==> src/rtl/dpi_stream_sequencer.sv <==
// Feeds one packet at a time to a bank of category matchers, restoring per-stream matcher state.
// Optional per-stream category mask table is enabled by defining DPI_SEQ_CAT_MASK_EN.
`timescale 1ns/1ps
module dpi_stream_sequencer #(
    parameter int NUM_CAT = 8,
    parameter int EOP_DLY = 2
) (
    input  logic               clk,
    input  logic               rst_n,
    input  logic               pkt_vld,
    output logic               pkt_rdy,
    input  logic               pkt_sop,
    input  logic               pkt_eop,
    input  logic [7:0]         pkt_data,
    input  logic [5:0]         pkt_stream_id,
    input  logic               stream_clr,
    input  logic [5:0]         stream_clr_id,
`ifdef DPI_SEQ_CAT_MASK_EN
    input  logic               cfg_wr,
    input  logic [5:0]         cfg_stream_id,
    input  logic [NUM_CAT-1:0] cfg_mask,
`endif
    output logic               load_state,
    output logic               new_stream_id,
    output logic [5:0]         stream_id,
    output logic [7:0]         char_in,
    output logic               char_in_vld,
    output logic               eop,
    output logic [NUM_CAT-1:0] enable,
    output logic               busy,
    output logic [15:0]        pkt_count
);

    localparam int CNT_W = (EOP_DLY > 0) ? $clog2(EOP_DLY + 1) : 1;

    typedef enum logic [2:0] {
        IDLE,
        LOAD,
        SETTLE,
        DATA,
        DRAIN,
        EOP
    } state_t;

    state_t          state;
    logic            run;
    logic [63:0]     known;
    logic [CNT_W-1:0] drain_cnt;
    logic            sop_take;
    logic            byte_take;

    // run holds ready low until the first clock after reset release
    assign pkt_rdy   = run && (((state == IDLE) && !pkt_sop) || (state == DATA));
    assign sop_take  = (state == IDLE) && pkt_vld && pkt_sop;
    assign byte_take = (state == DATA) && pkt_vld && pkt_rdy;

    always_ff @(posedge clk or negedge rst_n) begin
        if (!rst_n) begin
            state         <= IDLE;
            run           <= 1'b0;
            known         <= '0;
            drain_cnt     <= '0;
            pkt_count     <= '0;
            load_state    <= 1'b0;
            new_stream_id <= 1'b0;
            stream_id     <= '0;
            char_in       <= '0;
            char_in_vld   <= 1'b0;
            eop           <= 1'b0;
            busy          <= 1'b0;
        end else begin
            run           <= 1'b1;
            load_state    <= 1'b0;
            new_stream_id <= 1'b0;
            char_in_vld   <= 1'b0;
            eop           <= 1'b0;
            if (stream_clr) begin
                known[stream_clr_id] <= 1'b0;
            end
            case (state)
                IDLE: begin
                    if (sop_take) begin
                        state         <= LOAD;
                        stream_id     <= pkt_stream_id;
                        load_state    <= 1'b1;
                        new_stream_id <= ~known[pkt_stream_id] |
                                         (stream_clr && (stream_clr_id == pkt_stream_id));
                        busy          <= 1'b1;
                    end
                end
                LOAD: begin
                    state <= SETTLE;
                end
                SETTLE: begin
                    state <= DATA;
                end
                DATA: begin
                    if (byte_take) begin
                        char_in     <= pkt_data;
                        char_in_vld <= 1'b1;
                        if (pkt_eop) begin
                            state     <= DRAIN;
                            drain_cnt <= '0;
                        end
                    end
                end
                DRAIN: begin
                    // the first DRAIN cycle carries the last char_in_vld
                    if (drain_cnt == CNT_W'(EOP_DLY)) begin
                        state <= EOP;
                        eop   <= 1'b1;
                    end else begin
                        drain_cnt <= drain_cnt + CNT_W'(1);
                    end
                end
                EOP: begin
                    known[stream_id] <= 1'b1;
                    pkt_count        <= pkt_count + 16'd1;
                    busy             <= 1'b0;
                    state            <= IDLE;
                end
                default: begin
                    state <= IDLE;
                    busy  <= 1'b0;
                end
            endcase
        end
    end

`ifdef DPI_SEQ_CAT_MASK_EN
    logic [NUM_CAT-1:0] mask_tbl [64];
    logic [NUM_CAT-1:0] enable_q;

    // a write landing on the SOP cycle is forwarded so the packet sees the newest mask
    always_ff @(posedge clk or negedge rst_n) begin
        if (!rst_n) begin
            for (int i = 0; i < 64; i++) begin
                mask_tbl[i] <= '1;
            end
            enable_q <= '1;
        end else begin
            if (cfg_wr) begin
                mask_tbl[cfg_stream_id] <= cfg_mask;
            end
            if (sop_take) begin
                enable_q <= (cfg_wr && (cfg_stream_id == pkt_stream_id)) ?
                            cfg_mask : mask_tbl[pkt_stream_id];
            end
        end
    end

    assign enable = enable_q;
`else
    assign enable = '1;
`endif

endmodule
==> config.mk <==
export PLATFORM = sky130hd
export DESIGN_NAME = dpi_stream_sequencer
export DESIGN_NICKNAME = d
export VERILOG_FILES = /design/src/rtl/dpi_stream_sequencer.sv
export SDC_FILE = /design/constraint.sdc
export NUM_CORES = 1
export LEC_CHECK = 0
export CORE_ASPECT_RATIO = 1.25
export CORE_MARGIN = 3
export CORE_UTILIZATION = 35
export CTS_CLUSTER_DIAMETER = 40
export DETAILED_ROUTE_END_ITERATION = 7
export MAX_ROUTING_LAYER = met4
export PLACE_DENSITY_LB_ADDON = 0.1
export SETUP_SLACK_MARGIN = 0.3
export SLEW_MARGIN = 0
export SYNTH_ARGS = -nofsm -noshare
export SYNTH_HDL_FRONTEND = slang
export SYNTH_SLANG_ARGS = --single-unit
==> constraint.sdc <==
create_clock -name clk -period 2.1 [get_ports clk]
set_clock_uncertainty 0.15 [all_clocks]
set_input_delay 0.315 -clock clk [delete_from_list [all_inputs] [get_ports clk]]
set_output_delay 0.315 -clock clk [all_outputs]
set_load 0.03 [all_outputs]
==> metrics.cfg <==
[outcome]
outcome=finished clean

[worst_setup_path]
end_kind=primary output
path_max_fanout=2
r2r_setup_slack_ns=0.17
cp_cell_sequence=buf_6 -> or3_4 -> a21boi_2 -> buf_6
crit_path_start_kind=flip-flop
required_ns=1.63
cp.arrival_ns=1.47
r2r_cells=4
timing.rr.start=known[13]
cp_common_cell=buf_6
critPathSlowestCell=dfrtp_1
path_class=reg -> out
path_buf_inv=2
critPathMaxStageDelay_ns=0.39
crit_family=flip-flops
r2r_end=new_stream_id

[synthesis]
synthFlopType=dfrtp_1
async_flop_share=1.00
ys_seq_area_frac=0.529
synth_edf_count=0
synth_cell_type_count=49
syn_area_per_cell_um2=10.6
post_synth_inst_count=467
syn-cell-area_um2=4970
synth-seq-cells=105
yosysWarningCount=0

[die]
die_area_um2=15700
start_util=0.358
row_count=48
core_area_um2=13900
die_x_um=113
fp.dieH_um=139
pin_count=70

[sta]
maxSlewViolCount=0
max_freq_ghz=0.516
period_minus_slack_ns=1.94
rsz0062_at_grt=yes
setup_viol=0
fin_crit_sh=0.922
hold_viol=0
setup_slack_ns=0.163

[placement]
pre_cts_ws_ns=-0.392
detailed_place_hpwl_um=10300
gp_congestion=0.886
port_buffers=61

[power]
finalPower_w=0.00643
p_per_area_nw_per_um2=976
p_leak_nw=2.84
ir_drop_v=0.000504

[clocking]
clkTransAtPathRegs_ns=0.07
cts_max_path_buffers=2
clock_sinks=105
cts_tree=built
clock_latency_ns=0.36
cts_buffers=9
cts_root_buf=clkbuf_16
htreeDepth=3

[global_routing]
gr-usage-met1=0.247
grt_overflow_total=0
antenna_found_initial=0
grt_max_degree=42
grt_util_met2=0.314
grt_pass1_wl_um=23500
grt_busiest_layer=met2
grtUsageMet3=0.0374
grt_pass1_vias=4280
track_usage=0.197

[finish]
fillers=1323
syn_to_final_growth_pct=32.5
seq_area_um2=2630
diodes=0
drive_gt1_frac=0.234
multi_input_area_um2=2340
fin_nets=603

[route]
drtAntennaViolNets=0
avgRoutedWirePerCell_um=19.1
first_iter_violations=229
firstDrtPassIters=4
vias=3983
viasPerCell=5.28
wl_um=14400
drc=0

[run]
max_cap_violations=0

[hold_path]
hp-class=in -> async

==> through the flow <==
step / TNS (ns) / instances / cell area [um2] / util / hold slack [ns]
finish: 0 / 755 / 6580 / 0.474 / 0.296
global route: 0 / 755 / 6580 / 0.474 / 0.329
CTS: 0 / 746 / 6370 / 0.459 / 0.305
detailed placement: -1.29 / 724 / 6030 / 0.435 / 0.146
global placement: -1.04 / 724 / 6030 / 0.435 / 0.138
floorplan: 0 / 475 / 5010 / - / -0.131
==> state kept, by name, summed over array words and instances (netlist names) <==
name / flops
run: 1
stream_id: 6
char_in: 8
state: 3
eop: 1
char_in_vld: 1
drain_cnt: 2
busy: 1
known: 64
new_stream_id: 1
load_state: 1
pkt_count: 16
==> what timing repair did <==
item | CTS | global route
pin swaps | 7 | 9
setup buffers | 5 | 8
gates cloned | 0 | 1
setup endpoints to repair | 79 | 74
hold buffers | 1 | 0
gates resized for setup | 53 | 70
endpoints found under the hold margin | 29 | 0
==> report_power, final <==
group | internal [W] | switching (W) | total, W
Sequential | 0.00246 | 0.000362 | 0.00282
Combinational | 0.000809 | 0.00116 | 0.00197
Clock | 0.000846 | 0.000788 | 0.00163
Total | 0.00411 | 0.00231 | 0.00643
==> cell families after synthesis <==
family                     Yosys count  share of synthesized area
buffers and inverters               34                     0.0370
adders and majority gates            2                    0.00503
AOI/OAI and AO/OA                  143                      0.152
muxes                               35                      0.112
DFF                                105                      0.529
xor gates and xnor gates            20                     0.0352
and+or+nand+nor                    127                      0.129
other                                1                   0.000755
==> cell usage after synthesis, types with 2 or more instances <==
library cell,count,share of area
or3_1,4,0.0050
dfrtp_1,105,0.53
xnor2_1,12,0.021
o21ai_1,2,0.0020
or3b_2,2,0.0035
mux4_2,12,0.054
nand4_1,8,0.010
xor2_1,8,0.014
mux4_1,3,0.016
mux2_2,7,0.016
o31ai_1,2,0.0030
buf_4,10,0.015
buf_2,3,0.0030
nor2b_1,4,0.0050
nand2_1,52,0.039
o21ai_0,127,0.13
clkbuf_1,9,0.0068
or3b_1,2,0.0035
or2_2,7,0.0088
nor2_1,15,0.011
inv_1,7,0.0053
buf_1,2,0.0015
nand3b_1,11,0.017
nand3_1,11,0.011
ha_1,2,0.0050
buf_6,2,0.0045
and3_1,2,0.0025
nor3_1,2,0.0020
a21oi_1,2,0.0020
mux2i_1,13,0.026
==> routing by layer <==
| metal | part of all wire | up-vias |
|---|---|---|
| li1 | - | 1876 |
| met1 | 0.43 | 1980 |
| met2 | 0.50 | 105 |
| met3 | 0.045 | 22 |
| met4 | 0.024 | 0 |
| met5 | 0 | - |
==> worst reg2reg max path, stage by stage (launching register included) <==
cell and delay, ns:
dfrtp_1 0.39, mux4_1 0.51, mux4_2 0.48, mux2i_1 0.17, o211a_1 0.17
==> cells in the final DEF (no fill, tap or decap), types with 10 or more instances in the layout <==
master and instances:
nand2_1 45, xnor2_1 12, buf_4 42, clkdlybuf4s50_1 20, nor2_1 13, nand3b_1 11
clkbuf_16 10, dlygate4sd2_1 35, mux4_2 13, dfrtp_1 102, o21ai_0 95, mux2i_1 13
o21ai_1 25
==> worst max-delay path by stage <==
stage          cells after the start  slack, ns        startpoint             to
2_1_floorplan                      5       0.25  pkt_stream_id[2]  new_stream_id
3_3_place_gp                       6      -0.34  pkt_stream_id[1]  new_stream_id
3_5_place_dp                       5      -0.39  pkt_stream_id[2]  new_stream_id
4_1_cts                            7       0.07  pkt_stream_id[0]  new_stream_id
5_1_grt                            4       0.10          state[1]        pkt_rdy
6_report                           4       0.16          state[1]        pkt_rdy
==> cell type report <==
cell class | instances | share of cell area
Sequential cell | 105 | 0.400
Clock buffer | 11 | 0.0369
Inverter | 8 | 0.00456
Tap cell | 175 | 0.0333
Multi-Input combinational cell | 336 | 0.356
Clock inverter | 5 | 0.00608
Timing Repair Buffer | 115 | 0.164
Power figures use the tool's default switching activity.
